<file path="config.mk">
export PLATFORM = sky130hd
export DESIGN_NAME = eat_arbiter_flat
export DESIGN_NICKNAME = d
export VERILOG_FILES = /design/src/rtl/eat_arbiter_if.sv /design/src/rtl/eat_arbiter.sv /design/src/flat_wrapper.sv
export SDC_FILE = /design/constraint.sdc
export NUM_CORES = 1
export LEC_CHECK = 0
export ABC_AREA = 1
export CAP_MARGIN = 20
export CORE_MARGIN = 2
export CORE_UTILIZATION = 31
export CTS_CLUSTER_DIAMETER = 150
export DETAILED_ROUTE_END_ITERATION = 12
export GPL_ROUTABILITY_DRIVEN = 0
export SLEW_MARGIN = 20
export SYNTH_ARGS = -nofsm -noshare
export SYNTH_HDL_FRONTEND = slang
export SYNTH_SLANG_ARGS = --single-unit
</file>
<file path="constraint.sdc">
create_clock -name clk -period 7.02 [get_ports clk]
set_input_delay 1.404 -clock clk [delete_from_list [all_inputs] [get_ports clk]]
set_output_delay 1.404 -clock clk [all_outputs]
set_load 0.05 [all_outputs]
</file>
<file path="src/rtl/eat_arbiter_if.sv">
// Handshake bundle between the frame logic and the eat arbiter.
// master drives frame/start/body/size and observes game state; slave is the arbiter.
interface eat_arbiter_if #(
  parameter int unsigned N_FISH  = 10,
  parameter int unsigned SIZE_W  = 9,
  parameter int unsigned SCORE_W = 8
);

  logic                     frame_start;
  logic                     start;
  logic [N_FISH-1:0]        body;
  logic [N_FISH*SIZE_W-1:0] size;
  logic [N_FISH-1:0]        alive;
  logic                     eat_valid;
  logic [3:0]               eat_winner;
  logic [3:0]               eat_loser;
  logic [SCORE_W-1:0]       score;
  logic [1:0]               state;

  modport master (
    output frame_start, start, body, size,
    input  alive, eat_valid, eat_winner, eat_loser, score, state
  );

  modport slave (
    input  frame_start, start, body, size,
    output alive, eat_valid, eat_winner, eat_loser, score, state
  );

endinterface

</file>
<file path="src/rtl/eat_arbiter.sv">
// Resolves fish-on-fish collisions per pixel: the larger of the two lowest-indexed
// overlapping live fish eats the other; tracks player score and game outcome.
module eat_arbiter #(
  parameter int unsigned      N_FISH      = 10,
  parameter int unsigned      SIZE_W      = 9,
  parameter int unsigned      SCORE_W     = 8,
  parameter logic [N_FISH-1:0] PLAYER_MASK = N_FISH'(10'b0000001111)
) (
  input logic          clk,
  input logic          rst,
  eat_arbiter_if.slave bus
);

  typedef enum logic [1:0] {
    StIdle = 2'b00,
    StPlay = 2'b01,
    StOver = 2'b10,
    StWin  = 2'b11
  } state_e;

  state_e              state_q, state_d;
  logic [N_FISH-1:0]   alive_q, alive_d;
  logic [SCORE_W-1:0]  score_q, score_d;
  logic [3:0]          winner_q, winner_d;
  logic [3:0]          loser_q, loser_d;
  logic                eat_valid_q, eat_valid_d;

  logic [N_FISH-1:0]   masked;
  logic                found_i, found_j;
  logic [3:0]          idx_i, idx_j;
  logic [N_FISH-1:0]   oh_i, oh_j;
  logic [SIZE_W-1:0]   size_i, size_j;
  logic                player_i, player_j;
  logic                evt, i_wins;
  logic [3:0]          win_idx, lose_idx;
  logic [N_FISH-1:0]   lose_oh;
  logic                win_player;

  // Pick the two lowest-indexed live overlapping fish; any others wait for another pixel.
  always_comb begin
    masked   = bus.body & alive_q;
    found_i  = 1'b0;
    found_j  = 1'b0;
    idx_i    = '0;
    idx_j    = '0;
    oh_i     = '0;
    oh_j     = '0;
    size_i   = '0;
    size_j   = '0;
    player_i = 1'b0;
    player_j = 1'b0;
    for (int k = 0; k < N_FISH; k++) begin
      if (masked[k]) begin
        if (!found_i) begin
          found_i  = 1'b1;
          idx_i    = 4'(k);
          oh_i[k]  = 1'b1;
          size_i   = bus.size[k*SIZE_W +: SIZE_W];
          player_i = PLAYER_MASK[k];
        end else if (!found_j) begin
          found_j  = 1'b1;
          idx_j    = 4'(k);
          oh_j[k]  = 1'b1;
          size_j   = bus.size[k*SIZE_W +: SIZE_W];
          player_j = PLAYER_MASK[k];
        end
      end
    end
  end

  always_comb begin
    evt        = found_j && (size_i != size_j);
    i_wins     = size_i > size_j;
    win_idx    = i_wins ? idx_i : idx_j;
    lose_idx   = i_wins ? idx_j : idx_i;
    lose_oh    = i_wins ? oh_j : oh_i;
    win_player = i_wins ? player_i : player_j;
  end

  always_comb begin
    state_d     = state_q;
    alive_d     = alive_q;
    score_d     = score_q;
    winner_d    = winner_q;
    loser_d     = loser_q;
    eat_valid_d = 1'b0;

    unique case (state_q)
      StPlay: begin
        if (evt) begin
          alive_d     = alive_q & ~lose_oh;
          eat_valid_d = 1'b1;
          winner_d    = win_idx;
          loser_d     = lose_idx;
          if (win_player && (score_q != {SCORE_W{1'b1}})) begin
            score_d = score_q + SCORE_W'(1);
          end
        end
        // Exit check sees this edge's kill, so a same-cycle eat can end the game.
        if (bus.frame_start) begin
          if ((alive_d & PLAYER_MASK) == '0) begin
            state_d = StOver;
          end else if ((alive_d & ~PLAYER_MASK) == '0) begin
            state_d = StWin;
          end
        end
      end
      StIdle, StOver, StWin: begin
        if (bus.start) begin
          state_d  = StPlay;
          alive_d  = '1;
          score_d  = '0;
          winner_d = '0;
          loser_d  = '0;
        end
      end
      default: state_d = StIdle;
    endcase
  end

  always_ff @(posedge clk or posedge rst) begin
    if (rst) begin
      state_q     <= StIdle;
      alive_q     <= '1;
      score_q     <= '0;
      winner_q    <= '0;
      loser_q     <= '0;
      eat_valid_q <= 1'b0;
    end else begin
      state_q     <= state_d;
      alive_q     <= alive_d;
      score_q     <= score_d;
      winner_q    <= winner_d;
      loser_q     <= loser_d;
      eat_valid_q <= eat_valid_d;
    end
  end

  assign bus.alive      = alive_q;
  assign bus.eat_valid  = eat_valid_q;
  assign bus.eat_winner = winner_q;
  assign bus.eat_loser  = loser_q;
  assign bus.score      = score_q;
  assign bus.state      = state_q;

endmodule

</file>
<file path="src/flat_wrapper.sv">
// flat-port wrapper written by rule: the top's interface ports become plain ports
module eat_arbiter_flat 
#(
  parameter int unsigned      N_FISH      = 10,
  parameter int unsigned      SIZE_W      = 9,
  parameter int unsigned      SCORE_W     = 8,
  parameter logic [N_FISH-1:0] PLAYER_MASK = N_FISH'(10'b0000001111)
)
  (clk, rst, bus_frame_start, bus_start, bus_body, bus_size, bus_alive, bus_eat_valid, bus_eat_winner, bus_eat_loser, bus_score, bus_state);
  eat_arbiter_if #(.N_FISH(N_FISH), .SIZE_W(SIZE_W), .SCORE_W(SCORE_W)) bus_i ();
  input logic clk;
  input logic rst;
  input wire logic [$bits(bus_i.frame_start)-1:0] bus_frame_start;
  input wire logic [$bits(bus_i.start)-1:0] bus_start;
  input wire logic [$bits(bus_i.body)-1:0] bus_body;
  input wire logic [$bits(bus_i.size)-1:0] bus_size;
  output wire logic [$bits(bus_i.alive)-1:0] bus_alive;
  output wire logic [$bits(bus_i.eat_valid)-1:0] bus_eat_valid;
  output wire logic [$bits(bus_i.eat_winner)-1:0] bus_eat_winner;
  output wire logic [$bits(bus_i.eat_loser)-1:0] bus_eat_loser;
  output wire logic [$bits(bus_i.score)-1:0] bus_score;
  output wire logic [$bits(bus_i.state)-1:0] bus_state;
  assign bus_i.frame_start = bus_frame_start;
  assign bus_i.start = bus_start;
  assign bus_i.body = bus_body;
  assign bus_i.size = bus_size;
  assign bus_alive = bus_i.alive;
  assign bus_eat_valid = bus_i.eat_valid;
  assign bus_eat_winner = bus_i.eat_winner;
  assign bus_eat_loser = bus_i.eat_loser;
  assign bus_score = bus_i.score;
  assign bus_state = bus_i.state;
  eat_arbiter #(.N_FISH(N_FISH), .SIZE_W(SIZE_W), .SCORE_W(SCORE_W), .PLAYER_MASK(PLAYER_MASK)) u_core (.clk(clk), .rst(rst), .bus(bus_i));
endmodule
</file>
==> impl_results.md, run 1 <==
* N_diodes at 0
* Syn Std Cell Area at 4133 sq um
* HPWL Detailed at 11,520 um
* Cell Count Post-Placement at 1,019
* Most frequent cells in the layout: 218 x nand2_1, 132 x clkdlybuf4s50_1, 102 x o21ai_0
* Synth Net Count at 849
* CP dominant cell by count: nand2_1
* YS warnings at 0
* Initial core utilization at 31.46%
* Final core utilization at 43.84%
* Post-synth EDFFs at 0
* Tot GR Track Use at 19.72%
* Global route overflow at 0
* WL final at 13,920 um
* Status: completed
* Post-synthesis xor/xnor area fraction at 0.2119%
* Initial DRC count at 341
* Residual DRC count at 0
* Post-synthesis compound-gate area fraction at 26.64%
* First-pass GRT wire length at 23,090 um
* Hold Violations, Final at 0
* Input/output buffers at 132
* Syn_area_per_cell at 5.669 sq um
* CP max stage delay at 0.42 ns
* Relative slew slack at 62.28%
* Synth Area in Simple Gates at 39.21%
* Skew final at 0.002342 ns
* Final setup viols at 0
* Die Area at 14,270 sq um
* Largest family of logic cells by synthesized area: simple AND/OR/NAND/NOR gates
* Grt peak-use layer: met2
* Setup repair bufs after CTS at 0
* Crit path kind: in2reg
* Top cells by area, synth: nand2_1 20%, o21ai_0 12%, dfrtp_1 12%
* Max Fclk at 0.1595 GHz
* Required time worst endpoint at 7.16 ns
* Fin crit period at 6.271 ns
* TritonCTS buffer count at 5
* CP endpoint kind: flop
* RSZ-0062 raised after global routing: false
* Worst path slowest cell: clkdlybuf4s50_1
* MaxCap Viol Count at 0
* Antenna violations before repair at 0
* H-Tree Level Count at 2
* Worst hold path type: reg2reg
* Routed wire per std cell at 13.55 um
* CTS Buffer Depth at 2
* Mux share of post-synthesis cell area at 0%
* Commonest non-fill, non-tap cell in the layout: nand2_1
* LEAKAGE at 2.720 nW
* Fraction of the mapped netlist area in adder cells at 4.844%
* CP bufs+invs at 6
* Layout cell share with drive strength beyond 1 at 7.638%
* DRT Pass-1 Iters at 5
* Drt via density at 4.893
* #FFs+latches synth at 29
* Non-filler instance count after layout at 1,027
* Post-route ant nets at 0
* Slew Limit Fails at 0
* Grt met1 use at 26.37%
* Clk slew on worst S/H paths at 0.05 ns
* Root Driver: clkbuf_16
* Post-Route Setup TNS at 0 ns
* Main synth FF type: dfrtp_1
* VDD IR-drop max at 0.2462 mV
* Die width at 119.5 um
* Vias in the first global route at 4,968
* Clock sinks at 29
* Min Hold Slack at 0.4806 ns
* DR vias at 5,025
* Fraction of registers with async set or reset after synthesis at 100.0%
* Final worst path period share at 89.33%
* Power Dens Cells at 484.5 nW/um^2
* Measured slew at the worst slew-check pin at 0.5645 ns
* Row cnt at 42
* Family with the most delay on the worst path: simple AND/OR/NAND/NOR gates
* Clk Latency, worst-skew pair at 0.28 ns
* Seq/Total Area, Yosys at 17.86%
* CTS tree: built
* Nets at 970
* Post-synth top area share at 19.89%
* Grt met2 use at 33.54%
* Die Height at 119.5 um
* CP Max Fanout at 19
* Largest net degree at the start of global routing at 30
* Area of the core at 13,140 sq um
* Post-Synthesis Cells at 729
* Cell taking the most area after synthesis: nand2_1
* Met3 usage in global routing at 2.203%
* I/O Pins at 133
* Synth unique cells at 43
* Arrival time at the worst endpoint at 6.41 ns
* Area delta synth->final at 39.36%
* Startpoint Class: primary input
synthesized netlist by cell type (2+ instances only):
| cell type | count |
|---|---|
| o21ai_4 | 2 |
| o21ai_1 | 11 |
| a21oi_1 | 47 |
| nor2_1 | 54 |
| or2_2 | 8 |
| dfstp_2 | 10 |
| nand3_2 | 2 |
| nor2_2 | 2 |
| clkbuf_1 | 16 |
| buf_2 | 6 |
| inv_2 | 8 |
| inv_1 | 90 |
| ha_1 | 16 |
| a22oi_1 | 3 |
| a22o_1 | 2 |
| nor3_1 | 6 |
| o21bai_1 | 2 |
| a31oi_1 | 4 |
| nor3_2 | 2 |
| o211ai_1 | 15 |
| a21boi_0 | 2 |
| nand3_1 | 53 |
| nand3_4 | 3 |
| nand2_2 | 6 |
| o21ai_0 | 102 |
| dfrtp_1 | 19 |
| nand2_4 | 2 |
| nand2_1 | 219 |
| o22ai_1 | 3 |
registers in the layout (all words and copies together), names as in the netlist:
signal,count
u_core.bus.eat_valid,1
u_core.bus.eat_loser,4
u_core.bus.state,2
u_core.bus.eat_winner,4
u_core.bus.alive,10
u_core.bus.score,8
what timing repair did:
| item | 4_1_cts | 5_1_grt |
|---|---|---|
| setup endpoints to repair | 0 | 1 |
| endpoints found under the hold margin | 0 | 0 |
| gates resized for setup | 0 | 1 |
| hold buffers | 0 | 0 |
routing by layer:
metal	part of all wire, %	up-vias
met4	2.0	0
met5	0	-
met2	45	147
li1	-	2635
met3	5.3	17
met1	47	2226
kinds of logic (layout without fill, tap and decap cells):
logic type / count (synthesis) / after routing
and+or+nand+nor: 364 / 364
AOI/OAI and AO/OA: 198 / 198
buffers and inverters: 121 / 243
DFF: 29 / 29
adders and majority gates: 16 / 16
xor gates and xnor gates: 1 / 1
where the power goes:
part | switching (mW) | internal, mW
combinational | 1.49 | 0.768
sequential | 0.0580 | 0.271
clock | 0.0783 | 0.130
final timing paths:
kind,endpoint,cells past startpoint,slack [ns],start
max reg2reg,u_core.bus.state[0]$_DFFE_PP0P_,28,1.81,u_core.bus.alive[0]$_DFFE_PP1P_
min,u_core.bus.eat_loser[0]$_DFFE_PP0P_,2,0.48,u_core.bus.eat_loser[0]$_DFFE_PP0P_
min reg2reg,u_core.bus.eat_loser[0]$_DFFE_PP0P_,2,0.48,u_core.bus.eat_loser[0]$_DFFE_PP0P_
min in group asynchronous,u_core.bus.state[1]$_DFFE_PP0P_,3,1.50,rst
max,u_core.bus.state[0]$_DFFE_PP0P_,30,0.75,bus_body[0]
max in group asynchronous,u_core.bus.alive[9]$_DFFE_PP1P_,3,5.20,rst
worst reg2reg max path: cells and delay by family, from the launching register on:
kind            cells  cell delay, ns
buf+inv             3            0.66
simple gates       17            2.24
fa+ha+maj           2            0.55
flops               1            0.56
compound gates      6            1.06
through the flow:
stage          power (mW)  instance area [sq um]  setup WS (ns)
2_1_floorplan       1.985                   4133          1.779
3_3_place_gp        2.585                   5614         0.4062
3_5_place_dp        2.580                   5614         0.3450
4_1_cts             2.799                   5757         0.6136
5_1_grt             3.111                   5759         0.1271
6_report            2.791                   5759         0.7487
cell type report:
class	count	area (sq um)
Clock buffer	5	125.1
Clock inverter	3	17.52
Timing Repair Buffer	136	1351
Sequential cell	29	738.2
Multi-Input combinational cell	579	2933
Tap cell	176	220.2
Fill cell	1429	7378
Inverter	99	374.1
Power figures use the tool's default switching activity.
==> run 2, diff against run 1 <==
--- a/config.mk
+++ b/config.mk
@@ -7,11 +7,14 @@
 export LEC_CHECK = 0
 export ABC_AREA = 1
 export CAP_MARGIN = 20
-export CORE_MARGIN = 2
+export CELL_PAD_IN_SITES_DETAIL_PLACEMENT = 1
+export CELL_PAD_IN_SITES_GLOBAL_PLACEMENT = 1
+export CORE_MARGIN = 1.5
 export CORE_UTILIZATION = 31
 export CTS_CLUSTER_DIAMETER = 150
 export DETAILED_ROUTE_END_ITERATION = 12
 export GPL_ROUTABILITY_DRIVEN = 0
+export PLACE_DENSITY_LB_ADDON = 0.1
 export SLEW_MARGIN = 20
 export SYNTH_ARGS = -nofsm -noshare
 export SYNTH_HDL_FRONTEND = slang
==> run 2 against run 1 <==
Critical endpoint is now u_core.bus.state[1]$_DFFE_PP0P_. Non-clock buffer count rose by 1. Combinational power rose by 5%. Clock power rose by 19%. Via count rose by 5.0%. Register-to-register slack improved by 0.30 ns. Global-route usage rose by 4.4 points. Clock skew rose by 0.0058 ns. Maximum frequency rose by 2.7%. Clock-buffer cell count rose by 2.
==> impl_results.md, run 2 (synthesis gave the netlist of run 1 again) <==
* CP Max Fanout at 16
* Max Fclk at 0.1637 GHz
* Relative slew slack at 58.99%
* Max reg flops at 10
* Clk pwr share at 8.4%
* Die Height at 118.5 um
* Area of the core at 13,140 sq um
* Startpoint Class: primary input
* Measured slew at the worst slew-check pin at 0.6137 ns
* Drt via density at 5.132
* Setup repair bufs after CTS at 0
* Global route overflow at 0
* Comb power frac at 80.4%
* CTS Buffer Depth at 2
* Tot GR Track Use at 24.09%
* Routed wire per std cell at 16.15 um
* Residual DRC count at 0
* Input/output buffers at 132
* Non-filler instance count after layout at 1,028
* LEAKAGE at 2.738 nW
* Slew Limit Fails at 0
* N_diodes at 0
* CTS tree: built
* Final core utilization at 44.10%
* Post-Route Setup TNS at 0 ns
* First-pass GRT wire length at 27,740 um
* Seq pwr share at 11.1%
* Arrival time at the worst endpoint at 6.31 ns
* RSZ-0062 raised after global routing: false
* WL final at 16,600 um
* Power Dens Cells at 505.6 nW/um^2
* DR vias at 5,276
* Worst path slowest cell: clkdlybuf4s50_1
* Final worst path period share at 87.03%
* Antenna violations before repair at 0
* CP max stage delay at 0.42 ns
* Required time worst endpoint at 7.22 ns
* Row cnt at 42
* Post-cts resize count at 0
* HPWL Detailed at 13,900 um
* Root Driver: clkbuf_16
* Die Area at 14,030 sq um
* MaxCap Viol Count at 0
* Hold Violations, Final at 0
* Commonest non-fill, non-tap cell in the layout: nand2_1
* Initial DRC count at 235
* Skew final at 0.008168 ns
* Worst hold path type: reg2reg
* Clk Latency, worst-skew pair at 0.27 ns
* Clock sinks at 29
* Initial core utilization at 31.46%
* Hold_buf cts at 0
* DRT Pass-1 Iters at 6
* Largest net degree at the start of global routing at 30
* TritonCTS buffer count at 5
* Switch share at 58.32%
* Status: completed
* Int Power at 1.221 mW
* Die width at 118.5 um
* Post-route ant nets at 0
* Nets at 971
* Fin crit period at 6.109 ns
* Area delta synth->final at 40.21%
* CP dominant cell by count: nand2_1
* Sw power at 1.708 mW
* Final setup viols at 0
* CP endpoint kind: flop
* Vias in the first global route at 5,753
* Layout cell share with drive strength beyond 1 at 7.629%
* Post-layout worst setup margin at 0.9108 ns
* Crit path kind: in2reg
* I/O Pins at 133
* Setup Slack @ Placement at 0.6551 ns
* Clk slew on worst S/H paths at 0.05 ns
* Cell Count Post-Placement at 1,020
* H-Tree Level Count at 2
* Most frequent cells in the layout: 219 x nand2_1, 132 x clkdlybuf4s50_1, 102 x o21ai_0
* VDD IR-drop max at 0.1880 mV
[run 2: cell types whose count changed in the layout (fill, tap and decap cells not counted), sizes merged]
cell      change
buf           +1
clkbuf        +2
clkinvlp      -1
clkinv        -2
bufinv        +1
[run 2: per-stage QoR]
| stage | hold slack [ns] | area (sq um) | power, mW |
|---|---|---|---|
| 6_report | 0.4806 | 5794 | 2.929 |
| 3_3_place_gp | 0.4668 | 5622 | 2.596 |
| 3_5_place_dp | 0.4745 | 5622 | 2.674 |
| 4_1_cts | 0.4839 | 5794 | 2.941 |
| 5_1_grt | 0.5164 | 5794 | 3.247 |
| 2_1_floorplan | 0.6046 | 4133 | 1.985 |
[run 2: worst paths after layout]
path	startpoint	to	slack, ns	depth (start not counted)
min in group asynchronous	rst	u_core.bus.score[0]$_DFFE_PP0P_	1.52	2
worst max-delay path	bus_body[0]	u_core.bus.state[1]$_DFFE_PP0P_	0.91	31
worst min register to register	u_core.bus.eat_loser[0]$_DFFE_PP0P_	u_core.bus.eat_loser[0]$_DFFE_PP0P_	0.48	2
worst max register to register	u_core.bus.alive[0]$_DFFE_PP1P_	u_core.bus.state[1]$_DFFE_PP0P_	2.11	30
max in group asynchronous	rst	u_core.bus.state[1]$_DFFE_PP0P_	5.10	2
worst min-delay path	u_core.bus.eat_loser[0]$_DFFE_PP0P_	u_core.bus.eat_loser[0]$_DFFE_PP0P_	0.48	2
[run 2: power by group through the flow]
stage	registers, mW	clock network (mW)	logic (mW)
after CTS	0.327	0.252	2.36
after detailed placement	0.329	0	2.34
after global routing	0.336	0.257	2.65
after global placement	0.327	0	2.27
final	0.326	0.247	2.36
after floorplan	0.548	0	1.44
[run 2: critical path: cells and delay by family]
family          cells  cell delay (ns)
buf+inv             5             1.22
simple gates       21             2.42
fa+ha+maj           2             0.67
compound gates      3             0.56
[run 2: cell type report]
type	instances	area (sq um)
multi-input combinational	579	2930
clock buffer	7	142.6
tap	176	220.2
inverter	99	374.1
timing repair buffer	137	1359
sequential	29	738.2
clock inverter	1	30.03
fill	1809	7343
[run 2: metal layers]
metal / share of wire [%] / track usage (%) / up-vias
met3: 2.8 / 2.317 / 19
met4: 2.5 / 7.380 / 0
met1: 44 / 28.94 / 2508
met5: 0 / 0 / -
li1: - / - / 2632
met2: 51 / 44.99 / 117
